### src/rtl/i2s_pkg.sv
// rtl/i2s_pkg.sv - shared I2S frame constants, channel/state enums and helpers
package i2s_pkg;

  // 32-bit stereo frame: two 16-bit channel words, MSB first
  localparam int FRAME_BITS          = 32;
  localparam int SAMPLE_BITS_DEFAULT = 16;

  // Bit counter covers one full frame and saturates at FRAME_BITS-1
  localparam int CNT_W = $clog2(FRAME_BITS);

  // Transmitter side: BCLK = clk/16 at 24.576 MHz gives 1.536 MHz, 512 clk per frame
  localparam int TX_CLK_PER_BCLK  = 16;
  localparam int TX_CLK_PER_FRAME = FRAME_BITS * TX_CLK_PER_BCLK;

  typedef enum logic {
    LEFT  = 1'b0,
    RIGHT = 1'b1
  } channel_t;

  typedef enum logic {
    ACQUIRE = 1'b0,
    RUN     = 1'b1
  } rx_state_t;

  // Increment that sticks at the top of the frame so an over-long word never wraps
  function automatic logic [CNT_W-1:0] sat_inc(input logic [CNT_W-1:0] v);
    if (v == CNT_W'(FRAME_BITS - 1)) begin
      return v;
    end
    return v + CNT_W'(1);
  endfunction

endpackage

### src/rtl/i2s_sync_edge.sv
// rtl/i2s_sync_edge.sv - N-stage synchronizer with rising-edge pulse
module i2s_sync_edge #(
  parameter int STAGES = 2
) (
  input  logic clk,
  input  logic rst,
  input  logic din,
  output logic level,
  output logic rise
);

  logic [STAGES-1:0] sync_q;
  logic              prev_q;

  // Shift the async pin through the chain and remember last synchronized level
  always_ff @(posedge clk) begin
    if (rst) begin
      sync_q <= '0;
      prev_q <= 1'b0;
    end else begin
      sync_q <= {sync_q[STAGES-2:0], din};
      prev_q <= sync_q[STAGES-1];
    end
  end

  assign level = sync_q[STAGES-1];
  assign rise  = sync_q[STAGES-1] & ~prev_q;

endmodule

### src/rtl/i2s_receiver.sv
// rtl/i2s_receiver.sv - I2S slave receiver producing coherent 16-bit stereo pairs
module i2s_receiver
  import i2s_pkg::*;
#(
  parameter int SAMPLE_BITS = SAMPLE_BITS_DEFAULT,
  parameter int SYNC_STAGES = 2
) (
  input  logic                   clk,
  input  logic                   rst,
  input  logic                   bit_clock,
  input  logic                   word_select,
  input  logic                   sound_data,
  output logic [SAMPLE_BITS-1:0] left_sample,
  output logic [SAMPLE_BITS-1:0] right_sample,
  output logic                   sample_valid,
  output logic                   frame_error,
  output logic                   locked
);

  localparam logic [CNT_W:0] WORD_LEN = (CNT_W + 1)'(SAMPLE_BITS);

  logic                   bclk_rise;
  logic [SYNC_STAGES-1:0] ws_sync;
  logic [SYNC_STAGES-1:0] sd_sync;
  logic                   ws_s;
  logic                   sd_s;

  rx_state_t              state;
  rx_state_t              state_next;
  logic [SAMPLE_BITS-2:0] shift_reg;
  logic [CNT_W-1:0]       bit_cnt;
  logic                   ws_prev;
  logic                   left_pending;
  logic [SAMPLE_BITS-1:0] left_hold;

  logic                   toggle;
  logic                   word_ok;
  logic                   word_bad;
  logic [SAMPLE_BITS-1:0] word;
  logic [CNT_W:0]         word_len;

  i2s_sync_edge #(
    .STAGES(SYNC_STAGES)
  ) u_bclk_sync (
    .clk  (clk),
    .rst  (rst),
    .din  (bit_clock),
    .level(),
    .rise (bclk_rise)
  );

  // WS and SD use the same depth as BCLK so all three stay aligned
  always_ff @(posedge clk) begin
    if (rst) begin
      ws_sync <= '0;
      sd_sync <= '0;
    end else begin
      ws_sync <= {ws_sync[SYNC_STAGES-2:0], word_select};
      sd_sync <= {sd_sync[SYNC_STAGES-2:0], sound_data};
    end
  end

  assign ws_s = ws_sync[SYNC_STAGES-1];
  assign sd_s = sd_sync[SYNC_STAGES-1];

  // Alignment state register
  always_ff @(posedge clk) begin
    if (rst) begin
      state <= ACQUIRE;
    end else begin
      state <= state_next;
    end
  end

  // Detect WS toggles, judge the completed word length and pick the next state
  always_comb begin
    state_next = state;
    toggle     = 1'b0;
    word_ok    = 1'b0;
    word_bad   = 1'b0;
    word       = {shift_reg, sd_s};
    word_len   = {1'b0, bit_cnt} + (CNT_W + 1)'(1);
    if (bclk_rise && (ws_s != ws_prev)) begin
      toggle = 1'b1;
      case (state)
        ACQUIRE: state_next = RUN;
        RUN: begin
          if (word_len == WORD_LEN) begin
            word_ok = 1'b1;
          end else begin
            word_bad = 1'b1;
          end
        end
        default: state_next = ACQUIRE;
      endcase
    end
  end

  // Deserialize on bclk_rise, pair left/right words and raise one-clk strobes
  always_ff @(posedge clk) begin
    if (rst) begin
      shift_reg    <= '0;
      bit_cnt      <= '0;
      ws_prev      <= 1'b0;
      left_pending <= 1'b0;
      left_hold    <= '0;
      left_sample  <= '0;
      right_sample <= '0;
      sample_valid <= 1'b0;
      frame_error  <= 1'b0;
    end else begin
      sample_valid <= 1'b0;
      frame_error  <= 1'b0;
      if (bclk_rise) begin
        shift_reg <= word[SAMPLE_BITS-2:0];
        ws_prev   <= ws_s;
        bit_cnt   <= toggle ? '0 : sat_inc(bit_cnt);
      end
      if (word_ok) begin
        if (ws_prev == LEFT) begin
          left_hold    <= word;
          left_pending <= 1'b1;
        end else if (left_pending) begin
          left_sample  <= left_hold;
          right_sample <= word;
          sample_valid <= 1'b1;
          left_pending <= 1'b0;
        end
      end
      if (word_bad) begin
        frame_error  <= 1'b1;
        left_pending <= 1'b0;
      end
    end
  end

  assign locked = (state == RUN);

endmodule

### config.mk
export PLATFORM = sky130hd
export DESIGN_NAME = i2s_receiver
export DESIGN_NICKNAME = d
export VERILOG_FILES = /design/src/rtl/i2s_pkg.sv /design/src/rtl/i2s_sync_edge.sv /design/src/rtl/i2s_receiver.sv
export SDC_FILE = /design/constraint.sdc
export NUM_CORES = 1
export LEC_CHECK = 0
export BUFFER_PORTS_ARGS = -buffer_cell sky130_fd_sc_hd__buf_2
export CAP_MARGIN = 30
export CORE_MARGIN = 1.5
export CORE_UTILIZATION = 36
export CTS_CLUSTER_DIAMETER = 150
export DETAILED_ROUTE_END_ITERATION = 6
export PLACE_DENSITY = 0.6
export SLEW_MARGIN = 20
export SYNTH_ARGS = -nofsm -noshare
export SYNTH_HDL_FRONTEND = slang
export SYNTH_HIERARCHICAL = 1
export SYNTH_SLANG_ARGS = --single-unit
### constraint.sdc
create_clock -name clk -period 2 [get_ports clk]
set_input_delay 0.2 -clock clk [delete_from_list [all_inputs] [get_ports clk]]
set_output_delay 0.2 -clock clk [all_outputs]
set_load 0.005 [all_outputs]
==> run_results.csv <==
group,metric,value,unit
logic_synthesis,ys_seq_area_frac,0.511,
logic_synthesis,yosysMostFrequentCell,"dfxtp_1",
critical_path,critPathMaxFanout,8,
logic_synthesis,async_reset_ff_frac,0,
timing,max_freq,524,MHz
timing,setup_viol,0,
routing,vias,1987,
global_routing,grt_pass1_wl,8500,um
timing,worst_hold_slack,0.0604,ns
timing,period_share,0.953,
floorplan,initial_core_util,0.376,
place,place_inst,420,
clocking,root_buffer,"clkbuf_8",
place,pre_cts_ws,0.0290,ns
clocking,clkLatencyLatePin,0.35,ns
logic_synthesis,postSynthNetCount,293,
logic_synthesis,synth_area_leader_cell,"dfxtp_1",
hold_path,worstHoldPathType,"input pin to flip-flop",
clocking,cts_tree,"built",
clocking,cts-buffers-inserted,9,
global_routing,grt_pass1_vias,1821,
routing,routedWlPerCell,12.6,um
floorplan,num_rows,33,
final_layout,stdcell_count,440,
logic_synthesis,yosys-top-cells-area,"dfxtp_1, mux2i_1, nand2b_1",
critical_path,criticalPathCategory,"flip-flop to flip-flop",
place,placed_cell_area,3460,um2
logic_synthesis,ys_ff_latch,80,
final_layout,layout-drive-gt1-share,0.236,
pwr,ir_worst_vdd,0.356,mV
routing,first_pass_iters,4,
final_layout,top_regs,"left_hold: 16 flops, left_sample: 16 flops, right_sample: 16 flops",
clocking,clk_pin_slew,0.09,ns
floorplan,die_h,96.3,um
global_routing,grt-ovfl-total,0,
global_routing,antenna_found_initial,0,
critical_path,critPathLaunchType,"flip-flop",
pwr,finalPower,2.89,mW
logic_synthesis,synth_edf_count,0,
final_layout,num_antenna_cells,0,
logic_synthesis,synth.top_cells.by_count,"dfxtp_1, mux2i_1, nand2b_1, nor2_1, nor2b_1",
logic_synthesis,syn_avg_cell_area,11.0,um2
logic_synthesis,synthFlopType,"dfxtp_1",
place,place.detailed.hpwl,3440,um
critical_path,crit_arrival,2.15,ns
logic_synthesis,synth.top_cell.area_share,0.511,
place,portBuffers,39,
global_routing,grt_max_degree,80,
logic_synthesis,yosys_warnings,6,
timing,fin_crit,1.91,ns
timing,finalHoldViolCount,0,
floorplan,coreArea,8340,um2
flow_run,max_cap_violations,0,
global_routing,grt_use_total,0.124,
critical_path,cp.required,2.24,ns
place,place.gp.congestion,0.719,
pwr,power.density,765,nW/um2
floorplan,io_pins,40,
final_layout,area_growth,20.5,%
final_layout,nets,337,
logic_synthesis,yosysUniqueCellTypes,27,
floorplan,die-area,9280,um2
clocking,cts_max_path_buffers,2,
routing,drt_iter0_drc,48,
floorplan,die_x,96.3,um
pwr,leakagePower,1.78,nW
timing,maxSlewHeadroom,0.705,
routing,via_per_inst,4.52,
clocking,cts_sinks,80,
routing,ant_nets,0,
timing,finalWorstSetupSlack,0.0933,ns
outcome,status,"finished clean",
final_layout,fin_area,3780,um2
timing,tightest_slew,0.442,ns
timing,clock-skew-final,0.00994,ns
logic_synthesis,synthCells,286,
clocking,cts-htree-levels,3,
timing,slew_viol_final,0,
logic_synthesis,syn_area,3140,um2
routing,wl,5530,um
critical_path,end_kind,"flip-flop",
routing,drc,0,
final timing paths:
check | start | endpoint | slack, ns | cells after the start
hold reg to reg | ws_sync[0] | ws_sync[1] | 0.43 | 1
hold / removal | sound_data | sd_sync[0] | 0.06 | 2
setup / recovery | bit_cnt[0] | right_sample[0] | 0.09 | 8
setup reg to reg | bit_cnt[0] | right_sample[0] | 0.09 | 8
cell usage in the layout (no fill, tap or decap), drive strengths merged:
cell type / n
o22ai: 1
inv: 4
and3: 2
buf: 48
nand3: 2
nand4: 1
nor2: 21
nand2b: 64
bufinv: 1
nand4b: 2
nor2b: 11
xor2: 2
dfxtp: 80
clkinvlp: 3
xnor2: 1
nand2: 4
a21oi: 3
mux2i: 67
nand3b: 1
a21o: 2
nor3: 2
clkbuf: 11
ha: 2
critical path, stage by stage (launching register included):
cell,delay [ns]
dfxtp_2,0.34
ha_4,0.17
and3_4,0.18
ha_4,0.27
nand3_4,0.07
a21oi_4,0.17
nand4_4,0.22
clkbuf_16,0.24
mux2i_1,0.11
routing by layer:
layer / vias to the layer above / GRT usage / wire [um]
li1: 1043 / - / -
met1: 904 / 0.161 / 2760
met2: 31 / 0.177 / 2430
met3: 9 / 0.0340 / 209
met4: 0 / 0.0833 / 128
met5: - / 0 / 0
stage by stage:
| stage | utilization | TNS [ns] |
|---|---|---|
| after detailed placement | 0.415 | 0 |
| after global placement | 0.415 | 0 |
| after CTS | 0.439 | 0 |
| after floorplan | - | 0 |
| after global routing | 0.453 | -0.0166 |
| final | 0.453 | 0 |
power by group:
| group | internal, mW | total (mW) | switching, mW |
|---|---|---|---|
| combinational | 0.0424 | 0.0832 | 0.0408 |
| clock | 0.589 | 1.20 | 0.615 |
| sequential | 1.60 | 1.60 | 0.00510 |
kinds of logic (layout without fill, tap and decap cells):
group,count (synthesis),in the layout,synth area share
simple gates,110,110,0.208
flops,80,80,0.511
mux,67,67,0.214
buf+inv,18,67,0.0363
compound gates,6,6,0.0120
xor+xnor,3,3,0.0108
fa+ha+maj,2,2,0.00798
what timing repair did:
| item | 4_1_cts | 5_1_grt |
|---|---|---|
| hold buffers | 0 | 0 |
| resized for setup | 0 | 9 |
| endpoints found under the setup margin | 0 | 49 |
| buffers inserted | 0 | 2 |
layout make-up:
| type | count | area, um2 |
|---|---|---|
| inverter | 1 | 3.75 |
| timing repair buffer | 50 | 363 |
| multi-input combinational | 188 | 1470 |
| clock buffer | 9 | 124 |
| clock inverter | 7 | 78.8 |
| fill | 819 | 4560 |
| sequential | 80 | 1600 |
| tap | 105 | 131 |
No activity file was read; power rests on OpenSTA's default activity.
